**src/rtl/vga_timing_cfg_ctrl_pkg.sv**
```systemverilog
// Shared types for the VGA timing configuration controller: field widths,
// the eight-field timing record, mode presets and controller states.
package vga_pkg;

  localparam int CFG_HW = 11;
  localparam int CFG_VW = 10;

  typedef enum logic [1:0] {
    MODE_640X480  = 2'd0,
    MODE_800X600  = 2'd1,
    MODE_1024X768 = 2'd2,
    MODE_ILLEGAL  = 2'd3
  } mode_e;

  typedef struct packed {
    logic [CFG_HW-1:0] hd;
    logic [CFG_HW-1:0] hf;
    logic [CFG_HW-1:0] hr;
    logic [CFG_HW-1:0] hb;
    logic [CFG_VW-1:0] vd;
    logic [CFG_VW-1:0] vf;
    logic [CFG_VW-1:0] vr;
    logic [CFG_VW-1:0] vb;
  } timing_cfg_t;

  typedef enum logic [1:0] {
    ST_INIT,
    ST_IDLE,
    ST_WAIT_FRAME,
    ST_APPLY
  } state_e;

  // Anything that is not mode 1 or 2 falls back to 640x480.
  function automatic timing_cfg_t preset(input logic [1:0] mode);
    case (mode)
      2'd1: return timing_cfg_t'{CFG_HW'(800), CFG_HW'(40), CFG_HW'(128), CFG_HW'(88),
                                 CFG_VW'(600), CFG_VW'(1), CFG_VW'(4), CFG_VW'(23)};
      2'd2: return timing_cfg_t'{CFG_HW'(1024), CFG_HW'(24), CFG_HW'(136), CFG_HW'(160),
                                 CFG_VW'(768), CFG_VW'(3), CFG_VW'(6), CFG_VW'(29)};
      default: return timing_cfg_t'{CFG_HW'(640), CFG_HW'(16), CFG_HW'(96), CFG_HW'(48),
                                    CFG_VW'(480), CFG_VW'(10), CFG_VW'(2), CFG_VW'(33)};
    endcase
  endfunction

endpackage

```
**src/rtl/vga_timing_cfg_ctrl_check.sv**
```systemverilog
// Combinational sanity check of a timing set: nonzero display/sync widths and
// line/frame totals that still fit the generator counters.
module vga_cfg_check
  import vga_pkg::*;
(
  input  timing_cfg_t         cfg_i,
  output logic                ok_o,
  output logic [CFG_HW+1:0]   htot_o,
  output logic [CFG_VW+1:0]   vtot_o
);

  localparam logic [CFG_HW+1:0] HMAX = (CFG_HW+2)'(2**CFG_HW);
  localparam logic [CFG_VW+1:0] VMAX = (CFG_VW+2)'(2**CFG_VW);

  // Two guard bits so the four-way sum can never wrap.
  assign htot_o = (CFG_HW+2)'(cfg_i.hd) + (CFG_HW+2)'(cfg_i.hf)
                + (CFG_HW+2)'(cfg_i.hr) + (CFG_HW+2)'(cfg_i.hb);
  assign vtot_o = (CFG_VW+2)'(cfg_i.vd) + (CFG_VW+2)'(cfg_i.vf)
                + (CFG_VW+2)'(cfg_i.vr) + (CFG_VW+2)'(cfg_i.vb);

  assign ok_o = (cfg_i.hd != '0) && (cfg_i.hr != '0) &&
                (cfg_i.vd != '0) && (cfg_i.vr != '0) &&
                (htot_o <= HMAX) && (vtot_o <= VMAX);

endmodule

```
**src/rtl/vga_timing_cfg_ctrl.sv**
```systemverilog
// Shadow/active timing register pair for the VGA generator; a validated commit
// is applied on the last pixel of the frame and flagged with one write-enable tick.
module vga_timing_cfg_ctrl
  import vga_pkg::*;
#(
  parameter int HW           = CFG_HW,
  parameter int VW           = CFG_VW,
  parameter int DEFAULT_MODE = 0
) (
  input  logic          clk_i,
  input  logic          arst_ni,
  input  logic          tick_i,
  input  logic [HW-1:0] hcount_i,
  input  logic [VW-1:0] vcount_i,
  input  logic          cfg_valid_i,
  output logic          cfg_ready_o,
  input  logic [2:0]    cfg_addr_i,
  input  logic [HW-1:0] cfg_wdata_i,
  input  logic          mode_load_i,
  input  logic [1:0]    mode_i,
  input  logic          commit_i,
  output logic          busy_o,
  output logic          cfg_err_o,
  output logic [HW-1:0] hd_o,
  output logic [HW-1:0] hf_o,
  output logic [HW-1:0] hr_o,
  output logic [HW-1:0] hb_o,
  output logic [VW-1:0] vd_o,
  output logic [VW-1:0] vf_o,
  output logic [VW-1:0] vr_o,
  output logic [VW-1:0] vb_o,
  output logic          we_o
);

  state_e            state_q;
  logic              we_q, err_q, pend_q;
  timing_cfg_t       shd_q, shd_d, act_q;
  logic              shd_ok, act_ok;
  logic [CFG_HW+1:0] shd_htot, act_htot;
  logic [CFG_VW+1:0] shd_vtot, act_vtot;
  logic              idle_open, load_ok, boundary;
  logic              unused_sig;

  vga_cfg_check u_chk_shadow (.cfg_i(shd_q), .ok_o(shd_ok), .htot_o(shd_htot), .vtot_o(shd_vtot));
  vga_cfg_check u_chk_active (.cfg_i(act_q), .ok_o(act_ok), .htot_o(act_htot), .vtot_o(act_vtot));

  assign unused_sig = ^{shd_htot, shd_vtot};

  // Shadow is closed while a validation is pending so the checked set is what lands.
  assign idle_open = (state_q == ST_IDLE) && !pend_q;
  assign load_ok   = mode_load_i && (mode_e'(mode_i) != MODE_ILLEGAL);

  assign boundary = tick_i && act_ok &&
                    ((CFG_HW+2)'(hcount_i) == act_htot - (CFG_HW+2)'(1)) &&
                    ((CFG_VW+2)'(vcount_i) == act_vtot - (CFG_VW+2)'(1));

  always_comb begin
    shd_d = shd_q;
    if (idle_open) begin
      if (mode_load_i) begin
        if (load_ok) shd_d = preset(mode_i);
      end else if (cfg_valid_i) begin
        case (cfg_addr_i)
          3'd0: shd_d.hd = cfg_wdata_i;
          3'd1: shd_d.hf = cfg_wdata_i;
          3'd2: shd_d.hr = cfg_wdata_i;
          3'd3: shd_d.hb = cfg_wdata_i;
          3'd4: shd_d.vd = cfg_wdata_i[VW-1:0];
          3'd5: shd_d.vf = cfg_wdata_i[VW-1:0];
          3'd6: shd_d.vr = cfg_wdata_i[VW-1:0];
          3'd7: shd_d.vb = cfg_wdata_i[VW-1:0];
          default: shd_d = shd_q;
        endcase
      end
    end
  end

  always_ff @(posedge clk_i or negedge arst_ni) begin
    if (!arst_ni) begin
      state_q <= ST_INIT;
      we_q    <= 1'b1;
      err_q   <= 1'b0;
      pend_q  <= 1'b0;
      shd_q   <= preset(2'(DEFAULT_MODE));
      act_q   <= preset(2'(DEFAULT_MODE));
    end else begin
      shd_q  <= shd_d;
      pend_q <= 1'b0;
      case (state_q)
        ST_INIT: begin
          if (tick_i) begin
            state_q <= ST_IDLE;
            we_q    <= 1'b0;
          end
        end
        ST_IDLE: begin
          if (pend_q) begin
            if (shd_ok) begin
              err_q   <= 1'b0;
              state_q <= ST_WAIT_FRAME;
            end else begin
              err_q <= 1'b1;
            end
          end else begin
            pend_q <= commit_i;
            if (mode_load_i && !load_ok) err_q <= 1'b1;
          end
        end
        ST_WAIT_FRAME: begin
          if (boundary) begin
            act_q   <= shd_q;
            we_q    <= 1'b1;
            state_q <= ST_APPLY;
          end
        end
        ST_APPLY: begin
          if (tick_i) begin
            we_q    <= 1'b0;
            state_q <= ST_IDLE;
          end
        end
        default: state_q <= ST_INIT;
      endcase
    end
  end

  assign cfg_ready_o = idle_open;
  assign busy_o      = (state_q != ST_IDLE);
  assign cfg_err_o   = err_q;
  assign we_o        = we_q;
  assign hd_o = act_q.hd;
  assign hf_o = act_q.hf;
  assign hr_o = act_q.hr;
  assign hb_o = act_q.hb;
  assign vd_o = act_q.vd;
  assign vf_o = act_q.vf;
  assign vr_o = act_q.vr;
  assign vb_o = act_q.vb;

endmodule
```
**config.mk**
```make
export PLATFORM = sky130hd
export DESIGN_NAME = vga_timing_cfg_ctrl
export DESIGN_NICKNAME = d
export VERILOG_FILES = /design/src/rtl/vga_timing_cfg_ctrl_pkg.sv /design/src/rtl/vga_timing_cfg_ctrl_check.sv /design/src/rtl/vga_timing_cfg_ctrl.sv
export SDC_FILE = /design/constraint.sdc
export NUM_CORES = 1
export LEC_CHECK = 0
export CORE_MARGIN = 2
export CORE_UTILIZATION = 59
export DETAILED_ROUTE_END_ITERATION = 6
export DONT_BUFFER_PORTS = 1
export PLACE_DENSITY = 0.9
export SETUP_SLACK_MARGIN = 0.05
export SLEW_MARGIN = 30
export SYNTH_ARGS = -nofsm -noshare
export SYNTH_HDL_FRONTEND = slang
export SYNTH_SLANG_ARGS = --single-unit
```
**constraint.sdc**
```tcl
create_clock -name clk_i -period 5.9 [get_ports clk_i]
set_input_delay 0.59 -clock clk_i [delete_from_list [all_inputs] [get_ports clk_i]]
set_output_delay 0.59 -clock clk_i [all_outputs]
set_load 0.02 [all_outputs]
```
---- Word-level counts from Yosys, hierarchy flattened ----
Index checks and enable logic that the tools add are counted.
cells by class
  mux-type cells .......................... 25
  equal/unequal tests ..................... 21
  add/subtract/negate cells ............... 14
  reduce and logical (&&, ||, !) cells .... 52
  $lt $le $gt $ge ......................... 4
operator list
  kind                   count
  $mux 84                3
  $pmux 84 s2            1
  $add 13x11->13         4
  $add 12x10->12         4
  $mux 11                4
  $reduce_bool 11->1     4
  $mux 10                4
  $reduce_bool 10->1     4
  $reduce_and 4->1       9
  $le 13x12->1 const B   2
  $add 11x11->12         2
  $le 12x11->1 const B   2
  $add 10x10->11         2
  $reduce_bool 2->1      11
  $logic_and 1x1->1      16
  $eq 11x13->1           1
  $sub 13x1->13 const B  1
  $eq 10x12->1           1
  $eq 3x3->1 const B     4
  $sub 12x1->12 const B  1
  $mux 2                 4
  $ne 2x2->1 const B     4
  $mux 1                 7
  $eq 2x2->1 const B     3
  12 further kinds       18
word-level totals
  input bits .............................. 43
  register bits after elaboration ......... 173
  logic and storage cells ................. 136
  output and inout port bits .............. 88

---- Longest topological paths before layout ----
Gate-level depths: netlist of the first run.
  depth after elaboration ................. 11
  gate-level depth with buffers ........... 28
  depth with buffers taken out ............ 25

---- By module ----
From an unflattened synthesis of the first run, not the netlist that was laid out.
second synthesis, totals
  cell total of the unflattened synthesis .. 1119
  area, all modules ....................... 12172.9 sq um
by module, submodules not included
  module                         cells each  area each (sq um)  instances  seq. area each (sq um)
  vga_timing_cfg_ctrl            682         8082.8             1          4370.4
  vga_cfg_check at u_chk_active  221         2069.5             1          0.0
  vga_cfg_check at u_chk_shadow  216         2020.7             1          0.0

---- Least setup slack after synthesis of the first run ----
OpenSTA, ideal clock, no wires.
  kind .................................... reg-to-reg
  from .................................... reg act_q (netlist bit vf_o[1])
  to ...................................... reg act_q (netlist bit hd_o[10])
  required time ........................... 5.775 ns
  stages on the path, launching flop included .. 26
  slack ................................... -0.417 ns
  arrival ................................. 6.192 ns
  library setup time ...................... 0.125 ns
  clock period less this slack ............ 6.317 ns
  path buffers ............................ 3
  cells stage by stage .................... dfstp_2 ha_1 a21o_1 a21oi_1 o21bai_1 a21oi_1 nand2b_1 a21boi_0 o21ai_0 nand2_1 fa_1 inv_1 ha_1 buf_2 nor3b_1 a221oi_2 o311ai_1 or3_1 or4_1 a2111oi_0 or4b_1 nor4_4 nand3_2 buf_4 buf_6 mux2_4
between the ends
  word-level cells in the longest chain between the ends .. 9
ends and longest elaborated chain
  element                                                                RTL line                         RTL
  from (decl)                                                            vga_timing_cfg_ctrl.sv:37        timing_cfg_t shd_q, shd_d, act_q;
  from (signal assigned)                                                 vga_timing_cfg_ctrl.sv:85        act_q <= preset(2'(DEFAULT_MODE));
  from (signal assigned)                                                 vga_timing_cfg_ctrl.sv:111       act_q <= shd_q;
  $add 10x10->11 *                                                       vga_timing_cfg_ctrl_check.sv:18  assign vtot_o = (CFG_VW+2)'(cfg_i.vd) + (CFG_VW+2)'(cfg_i.vf)
  $add 12x10->12 * (2 in series)                                         vga_timing_cfg_ctrl_check.sv:19  + (CFG_VW+2)'(cfg_i.vr) + (CFG_VW+2)'(cfg_i.vb);
  parallel branches: the longest is 4 deep, another holds $sub 12x1->12  n/a
  $logic_and 1x1->1 *                                                    vga_timing_cfg_ctrl.sv:54        ((CFG_HW+2)'(hcount_i) == act_htot - (CFG_HW+2)'(1)) &&
  $reduce_and 2->1 (no source line) *                                    n/a
Mark *: on every way between the ends.
A chain may end at the register's enable or synchronous reset.

---- Worst setup path in the final report of the first run ----
  from .................................... reg act_q (netlist bit vf_o[1])
  to ...................................... reg act_q (netlist bit hd_o[7])
Same word-level chain as after synthesis.

==> flow_summary.toml, run 1 <==
[pwr]
switching_power_mw = 3.63
ir_drop_v = 0.000373
p_int_mw = 3.95
p_leak_nw = 7.70
p_clk_share_pct = 14.8
p_sw_share_pct = 47.8
powerDensity_nw_per_um2 = 501
p_total_mw = 7.58
power_frac_seq_pct = 24.6
combPwrFrac_pct = 60.6

[yosys]
synthArstFlopShare_pct = 100
synth_nets = 1569
netlist_top_cells_count = "inv_1 (188), dfrtp_1 (140), o21ai_0 (122)"
seq_area_frac_synth_pct = 33.6
yosys.area.top_type = "dfrtp_1"
ys_seq_elements = 173
synth_area_leaders = "dfrtp_1 (27%), ha_1 (9.0%), fa_1 (7.7%), dfstp_2 (6.7%), inv_1 (5.4%)"
syn_inst = 1382
synth_cell_types = 75
synth.cell_area_um2 = 13000
synth_edf_count = 0
synth_top_area_share_pct = 26.9
synth.most_common_cell = "inv_1"
synth.avg_cell_area_um2 = 9.41
ys.flop_type = "dfrtp_1"
yosysWarningCount = 0

[run_status]
status = "finished, violations left"
violations = "negative setup slack"

[timing]
tightest_slew_ns = 0.783
fin_crit_ns = 6.42
finalSetupViolCount = 87
timing.final.hold_violations = 0
finClkSkew_ns = 0.0122
grt_setup_unrepaired = "true"
fmax_ghz = 0.156
relSlewSlack_pct = 47.8
final_max_slew_viol_count = 0
setup_slack_ns = -0.517
finalCritPeriodShare_pct = 109
holdWs_ns = 0.149
tns_ns = -36.65

[grt]
grtUsageTotal_pct = 33.2
antenna_found_initial = 0
grt_overflow_total = 0
grt_pass1_wl_um = 60700
grt_pass1_vias = 11200
grt_max_degree = 147

[drt]
via_per_inst = 6.35
ant_nets = 0
wire_per_inst_um = 22.1
vias = 11300
first_pass_iters = 7
drtIter0Drc = 1052
drc = 0
drt-total-wl_um = 39200

[die]
die-width_um = 152
io_pins = 131
dieArea_um2 = 23300
dieHeight_um = 152
core_um2 = 21800
initial_core_util_pct = 59.8
row_count = 54

[run]
cap_viol_max_count = 0

[placed_design]
gp_congestion = 0.945
io_buffers = 0
place_ws_ns = -0.341
dp_hpwl_um = 28400

[setup_path]
arrival_ns = 6.79
critPathKind = "flip-flop to flip-flop"
critical_path_required_ns = 6.27
worst-r2r-setup-slack_ns = -0.52
startpoint = "vf_o[1]"
critPathLaunchType = "flip-flop"
worst_setup_path_end_kind = "flip-flop"
r2r_start = "vf_o[1]"
rr_endpoint = "hd_o[7]"
rr_worst_depth = 27
critPathMaxFanout = 23

[hold_path]
hold_path.class = "primary input to async pin"

[finish]
antenna_cells = 0
nFillCells = 1452
final_nets = 1669
drive_gt1_share_pct = 20.4
area_delta_synth_final_pct = 16.2

[clock_network]
cts.path.max_buffers = 2
clk_root_buffer_cell = "clkbuf_16"
clk_pin_slew_ns = 0.07
tritoncts = "done"
numClockSinks = 173
cts_buffers = 17
htreeDepth = 4
clk_latency_ns = 0.45
how the worst max path moves through the flow:
| stage | to | slack, ns | cells after the start |
|---|---|---|---|
| 6_report | hd_o[7] | -0.52 | 27 |
| 5_1_grt | hd_o[9] | -0.75 | 28 |
| 4_1_cts | hd_o[10] | -0.45 | 27 |
| 3_5_place_dp | hd_o[10] | -0.34 | 25 |
| 3_3_place_gp | hb_o[0] | -0.15 | 25 |
| 2_1_floorplan | vd_o[0] | -0.14 | 25 |
cells in the final DEF, fill, tap and decap left out, types with 22 or more instances in the layout:
cell and n:
fa_1 49, xor2_1 26, nor2_1 47, buf_4 111, xnor2_1 43, o21ai_0 111, dfrtp_1 138, nand3_1 22
mux2i_1 35, ha_1 89, mux2_2 23, nand2b_1 30, dfstp_2 33, inv_1 182, a21oi_1 43, mux2_4 30
nand2_1 116
per-layer routing:
metal,track usage (%),vias up,part of all wire [%]
met5,0,-,0
met4,16.9,0,5.6
met3,7.74,178,8.7
met2,54.9,641,48
met1,41.1,5467,38
li1,-,4977,-
final cells by class:
type                       instances  area, um2  area share [%]
tap                              280        350            2.32
multi-input combinational        978       8020            53.0
inverter                         188        706            4.67
clock inverter                    13        140           0.927
sequential                       173       4370            28.9
clock buffer                      19        443            2.93
timing repair buffer             124       1090            7.22
power groups by stage:
stage	combinational (mW)	sequential (mW)	clock, mW
3_3_place_gp	4.02	1.83	0
4_1_cts	4.38	1.84	1.13
5_1_grt	5.00	1.88	1.18
3_5_place_dp	4.24	1.85	0
6_report	4.59	1.86	1.12
2_1_floorplan	3.28	1.70	0
worst max-delay path, cell delays in order, from the launching register on:
cell and delay (ns):
dfstp_2 0.59, inv_2 0.05, fa_2 0.34, inv_2 0.08, a21oi_2 0.05, o21bai_2 0.19
a21o_1 0.16, nand2_2 0.07, a21boi_2 0.15, o21ai_0 0.10, nand2b_1 0.16, xnor2_2 0.08
fa_1 0.54, inv_2 0.06, ha_4 0.30, buf_8 0.11, nand2_2 0.07, o211a_1 0.24
a211oi_2 0.29, xnor2_1 0.13, or4_4 0.55, a2111oi_4 0.28, or4b_4 0.50, nor4_4 0.35
nand3_4 0.19, buf_4 0.20, buf_16 0.17, mux2_2 0.29
flip-flops by register name, summed over array words and instances (netlist names):
signal and flops:
vd_o 10, hd_o 11, vf_o 10, pend_q 1
cfg_err_o 1, vb_o 10, vr_o 10, hb_o 11
state_q 2, shd_q 84, hf_o 11, we_o 1
hr_o 11
stage by stage:
step / area (um2) / util (%) / cells
after CTS: 14900 / 68.5 / 1764
after floorplan: 13100 / - / 1382
after global placement: 14000 / 64.4 / 1719
final: 15100 / 69.5 / 1775
after detailed placement: 14000 / 64.4 / 1719
after global routing: 15100 / 69.5 / 1775
what timing repair did:
item	in CTS	in global routing
setup buffers	8	13
pin swaps	10	14
gates resized for setup	20	42
cloned	3	0
setup endpoints to repair	87	88
hold buffers	2	0
hold endpoints to repair	146	0
cells by family after synthesis:
kind of cell	count (synthesis)	share of synthesized area, %
multiplexers	90	8.24
flip-flops	173	33.6
XOR/XNOR	72	5.07
buffers and inverters	231	6.93
AND/OR/NAND/NOR	370	14.9
AO/OA/AOI/OAI	302	14.5
adder cells (fa/ha/maj)	144	16.7
Power figures use the tool's default switching activity.
==> run 2: changes to the inputs <==
Settings changed: BUFFER_PORTS_ARGS set to -buffer_cell sky130_fd_sc_hd__buf_2, CAP_MARGIN set to 20, CORE_UTILIZATION 59 to 55, CTS_CLUSTER_SIZE set to 25, DONT_BUFFER_PORTS 1 to not set.
==> flow_summary.toml, run 2 (same netlist as run 1, synthesis figures left out) <==
[finish]
antenna_cells = 0
drive_gt1_share_pct = 25.2
largest_register_ffs = 84
final_nets = 1775
mostFrequentLayoutCells = "inv_1 (182), dfrtp_1 (138), buf_2 (129)"
final_common_cell = "inv_1"
area_delta_synth_final_pct = 20.1
top_register = "shd_q"

[clock_network]
clk_latency_ns = 0.44
cts_buffers = 17
tritoncts = "done"
clk_pin_slew_ns = 0.07
cts.path.max_buffers = 2
hold_buffers = 0
clk_root_buffer_cell = "clkbuf_16"
numClockSinks = 173
htreeDepth = 4

[grt]
antenna_found_initial = 0
grt_util_met1_pct = 40.5
grt_overflow_total = 0
grt_pass1_wl_um = 59400
met2_usage_pct = 50.6
grt_pass1_vias = 11400
grt.busiest_layer = "met2"
grt_use_met3_pct = 4.30
grtUsageTotal_pct = 31.0
grt_max_degree = 73

[placed_design]
dp_hpwl_um = 29000
gp_congestion = 0.974
io_buffers = 130

[setup_path]
critical_path_required_ns = 6.23
critPathKind = "flip-flop to flip-flop"
critPathLaunchType = "flip-flop"
worst_setup_path_end_kind = "flip-flop"
arrival_ns = 6.77
critPathMaxFanout = 9

[pwr]
p_total_mw = 7.49
power_frac_seq_pct = 24.6
p_int_mw = 3.90
ir_drop_v = 0.000380
p_sw_share_pct = 48.0
p_clk_share_pct = 14.0
p_leak_nw = 8.12
switching_power_mw = 3.59
powerDensity_nw_per_um2 = 479
combPwrFrac_pct = 61.4

[run_status]
status = "finished, violations left"
violations = "negative setup slack"

[drt]
drt-total-wl_um = 39300
drc = 0
ant_nets = 0
vias = 11700
drtIter0Drc = 1130
first_pass_iters = 7
via_per_inst = 6.09
wire_per_inst_um = 20.5

[hold_path]
hold_path.class = "primary input to async pin"

[timing]
finalSetupViolCount = 87
tightest_slew_ns = 0.907
final_max_slew_viol_count = 0
finClkSkew_ns = 0.00917
timing.final.hold_violations = 0
grt_setup_unrepaired = "true"
fin_crit_ns = 6.44
setup_slack_ns = -0.540
fmax_ghz = 0.155
holdWs_ns = 0.101
relSlewSlack_pct = 39.0
finalCritPeriodShare_pct = 109

[run]
cap_viol_max_count = 0

[die]
io_pins = 131
core_um2 = 23300
die-width_um = 158
row_count = 56
dieHeight_um = 158
dieArea_um2 = 24900
initial_core_util_pct = 55.8
-- run 2: cell count changes in the layout (fill, tap and decap cells not counted), sizes merged --
cell and delta:
inv +1, clkinvlp -2, buf +102, clkbuf +4
bufinv -2, clkinv +3
-- run 2: repair_timing --
action | 4_1_cts | 5_1_grt
endpoints found under the hold margin | 0 | 0
cloned | 3 | 5
setup buffers | 14 | 13
gates resized for setup | 33 | 29
setup endpoints to repair | 87 | 87
pin swaps | 13 | 13
-- run 2: worst max-delay path, stage by stage, from the launching register on --
cell,delay [ns]
dfrtp_1,0.40
ha_1,0.22
inv_1,0.07
fa_1,0.18
nor2b_1,0.05
o21ai_0,0.25
a21oi_1,0.14
o21ai_0,0.25
a21boi_0,0.15
o21ai_0,0.28
nand2b_1,0.16
xnor2_1,0.17
fa_1,0.48
inv_1,0.04
ha_1,0.30
buf_4,0.17
a311oi_2,0.21
a211oi_2,0.14
or2_2,0.32
o31a_1,0.32
a2111oi_4,0.31
or4b_4,0.51
nor4_4,0.39
nand3_4,0.17
buf_4,0.20
buf_16,0.15
mux2_4,0.31
-- run 2: final cells by class --
| type | count | area [um2] |
|---|---|---|
| Fill cell | 1664 | 7700 |
| Timing Repair Buffer | 230 | 1620 |
| Tap cell | 319 | 399 |
| Multi-Input combinational cell | 978 | 8000 |
| Clock inverter | 13 | 91.3 |
| Inverter | 188 | 706 |
| Clock buffer | 19 | 443 |
| Sequential cell | 173 | 4370 |
-- run 2: worst paths after layout --
path                            from   endpoint  slack [ns]  cells after the start
hold / removal               arst_ni  shd_q[74]        0.10                      1
setup / recovery             hd_o[0]    vr_o[0]       -0.54                     26
hold reg to reg            shd_q[47]  shd_q[47]        0.48                      1
setup reg to reg             hd_o[0]    vr_o[0]       -0.54                     26
max in group asynchronous    arst_ni    vf_o[0]        4.72                      2
min in group clk_i          commit_i     pend_q        0.35                      2
-- run 2: power groups by stage --
stage               Clock, mW  Sequential (mW)  Combinational, mW
global placement            0             1.82               4.11
CTS                      1.05             1.82               4.39
global route             1.10             1.86               5.06
detailed placement          0             1.84               4.31
finish                   1.05             1.85               4.60
floorplan                   0             1.70               3.28
-- run 2: metrics by stage --
stage | area (um2) | setup TNS, ns | setup slack (ns) | instances | utilization (%)
after CTS | 15300 | -17.32 | -0.296 | 1903 | 65.6
after floorplan | 13100 | -4.93 | -0.139 | 1382 | -
final | 15600 | -41.48 | -0.540 | 1920 | 67.0
after detailed placement | 14500 | -21.48 | -0.314 | 1855 | 62.0
after global placement | 14500 | -7.89 | -0.143 | 1855 | 62.0
after global routing | 15600 | -60.13 | -0.749 | 1920 | 67.0
-- run 2: per-layer routing --
layer	up-vias	share of wire (%)
li1	5184	-
met1	5700	40
met2	641	46
met3	168	8.1
met4	0	5.6
met5	-	0
==> run 3: changes to the inputs <==
==> constraint.sdc (replaced) <==
create_clock -name clk_i -period 5.9 [get_ports clk_i]
set_input_delay 0 -clock clk_i [delete_from_list [all_inputs] [get_ports clk_i]]
set_output_delay 0 -clock clk_i [all_outputs]
set_load 0.02 [all_outputs]
==> flow_summary.toml, run 3 (same netlist as run 1, synthesis figures left out) <==
[pwr]
powerDensity_nw_per_um2 = 486
p_total_mw = 7.63
ir_drop_v = 0.000394
p_leak_nw = 8.14

[timing]
finalCritPeriodShare_pct = 107
relSlewSlack_pct = 39.3
timing.final.hold_violations = 0
fmax_ghz = 0.158
final_max_slew_viol_count = 0
fin_crit_ns = 6.33
holdWs_ns = 0.100
setup_slack_ns = -0.434
grt_setup_unrepaired = "true"
tightest_slew_ns = 0.900
finalSetupViolCount = 87
tns_ns = -29.85
finClkSkew_ns = 0.0106

[clock_network]
clk_latency_ns = 0.44
clk_root_buffer_cell = "clkbuf_16"
tritoncts = "done"
cts.path.max_buffers = 2
htreeDepth = 4
clk_pin_slew_ns = 0.07
cts_buffers = 17
numClockSinks = 173

[run_status]
violations = "negative setup slack"
status = "finished, violations left"

[hold_path]
hold_path.class = "primary input to flip-flop"

[finish]
final_common_cell = "inv_1"
nFillCells = 1670
fin_area_um2 = 15700
antenna_cells = 0
layout.area.seq_um2 = 4370
final_cell_count_no_fill = 1930
top_register = "shd_q"
largest_register_ffs = 84
mostFrequentLayoutCells = "inv_1 (184), dfrtp_1 (138), buf_2 (129)"
final_nets = 1785
area_delta_synth_final_pct = 20.8
drive_gt1_share_pct = 25.3
multi_input_area_um2 = 8020

[drt]
via_per_inst = 6.10
first_pass_iters = 6
wire_per_inst_um = 20.4
drt-total-wl_um = 39400
vias = 11800
drtIter0Drc = 1201
drc = 0
ant_nets = 0

[placed_design]
place_inst = 1852
io_buffers = 130
gp_congestion = 0.961
dp_hpwl_um = 28700
dpl-instance-area_um2 = 14500

[die]
io_pins = 131
dieHeight_um = 158
dieArea_um2 = 24900
initial_core_util_pct = 55.8
die-width_um = 158
row_count = 56
core_um2 = 23300

[setup_path]
crit_path_cell_trace = "inv_2 -> fa_2 -> inv_2 -> a21oi_2 -> o21bai_1 -> buf_4 -> buf_4 -> buf_4 -> buf_4 -> xor2_1 -> fa_1 -> ha_4 -> or2_2 -> a21oi_1 -> o22ai_1 -> or3_1 -> or4_4 -> a2111oi_4 -> or4b_4 -> nor4_4 -> nand3_4 -> buf_6 -> buf_16 -> mux2_4"
crit_path_max_incr_delay_ns = 0.58
critPathKind = "flip-flop to flip-flop"
cpMostUsedCell = "buf_4"
crit_family = "simple AND/OR/NAND/NOR gates"
critPathLaunchType = "flip-flop"
critPathMaxFanout = 8
critPathBufInv = 8
worst_setup_path_end_kind = "flip-flop"
arrival_ns = 6.66
critical_path_required_ns = 6.23
slowest_stage = "dfstp_2"

[grt]
grt_pass1_wl_um = 59400
antenna_found_initial = 0
grt_overflow_total = 0
grt_max_degree = 104
grtUsageTotal_pct = 31.0
grt_pass1_vias = 11300

[run]
cap_viol_max_count = 0
==> run 3: worst min-delay path, stage by stage <==
cell	delay [ns]
buf_2	0.13
ha_1	0.14
and2_1	0.18
o31ai_1	0.08
==> run 3: final timing paths <==
kind                           start         to  slack [ns]  depth (start not counted)
min in group asynchronous    arst_ni  shd_q[75]        0.22                          2
hold / removal             mode_i[1]  shd_q[82]         0.1                          4
hold reg to reg            shd_q[44]  shd_q[44]        0.49                          2
max in group asynchronous    arst_ni    vd_o[0]        4.23                          3
setup / recovery             vf_o[1]    hf_o[7]       -0.43                         24
setup reg to reg             vf_o[1]    hf_o[7]       -0.43                         24
==> run 3: cell type report <==
cell class | instances | area share (%)
clock buffer | 21 | 2.93
clock inverter | 11 | 0.701
inverter | 188 | 4.49
multi-input combinational | 978 | 51.0
sequential | 173 | 27.8
tap | 319 | 2.54
timing repair buffer | 240 | 10.5
==> run 3: layer usage <==
layer	part of all wire, %	up-vias	track usage (%)
met5	0	-	0
met4	6.0	0	16.0
met3	8.4	218	5.45
met2	46	669	50.1
met1	39	5668	40.1
li1	-	5212	-
==> run 3: report_power, final <==
group / leakage [nW] / total (mW) / internal, mW / switching, mW
sequential: 2.07 / 1.85 / 1.51 / 0.344
clock: 0.276 / 1.11 / 0.610 / 0.499
combinational: 5.79 / 4.67 / 1.85 / 2.83
==> run 3: repair_timing <==
action                                  in CTS  in global routing
endpoints found under the hold margin      107                  0
endpoints found under the setup margin      87                 87
hold buffers                                12                  0
buffers inserted                            16                 16
pin swaps                                    2                 18
gates resized for setup                     19                 48
cloned                                       3                  1
==> run 3: metrics by stage <==
| stage | worst slack, ns | utilization, % |
|---|---|---|
| after global placement | -0.145 | 61.9 |
| after detailed placement | -0.330 | 62.0 |
| after CTS | -0.305 | 66.1 |
| final | -0.434 | 67.4 |
| after floorplan | -0.139 | - |
| after global routing | -0.681 | 67.4 |
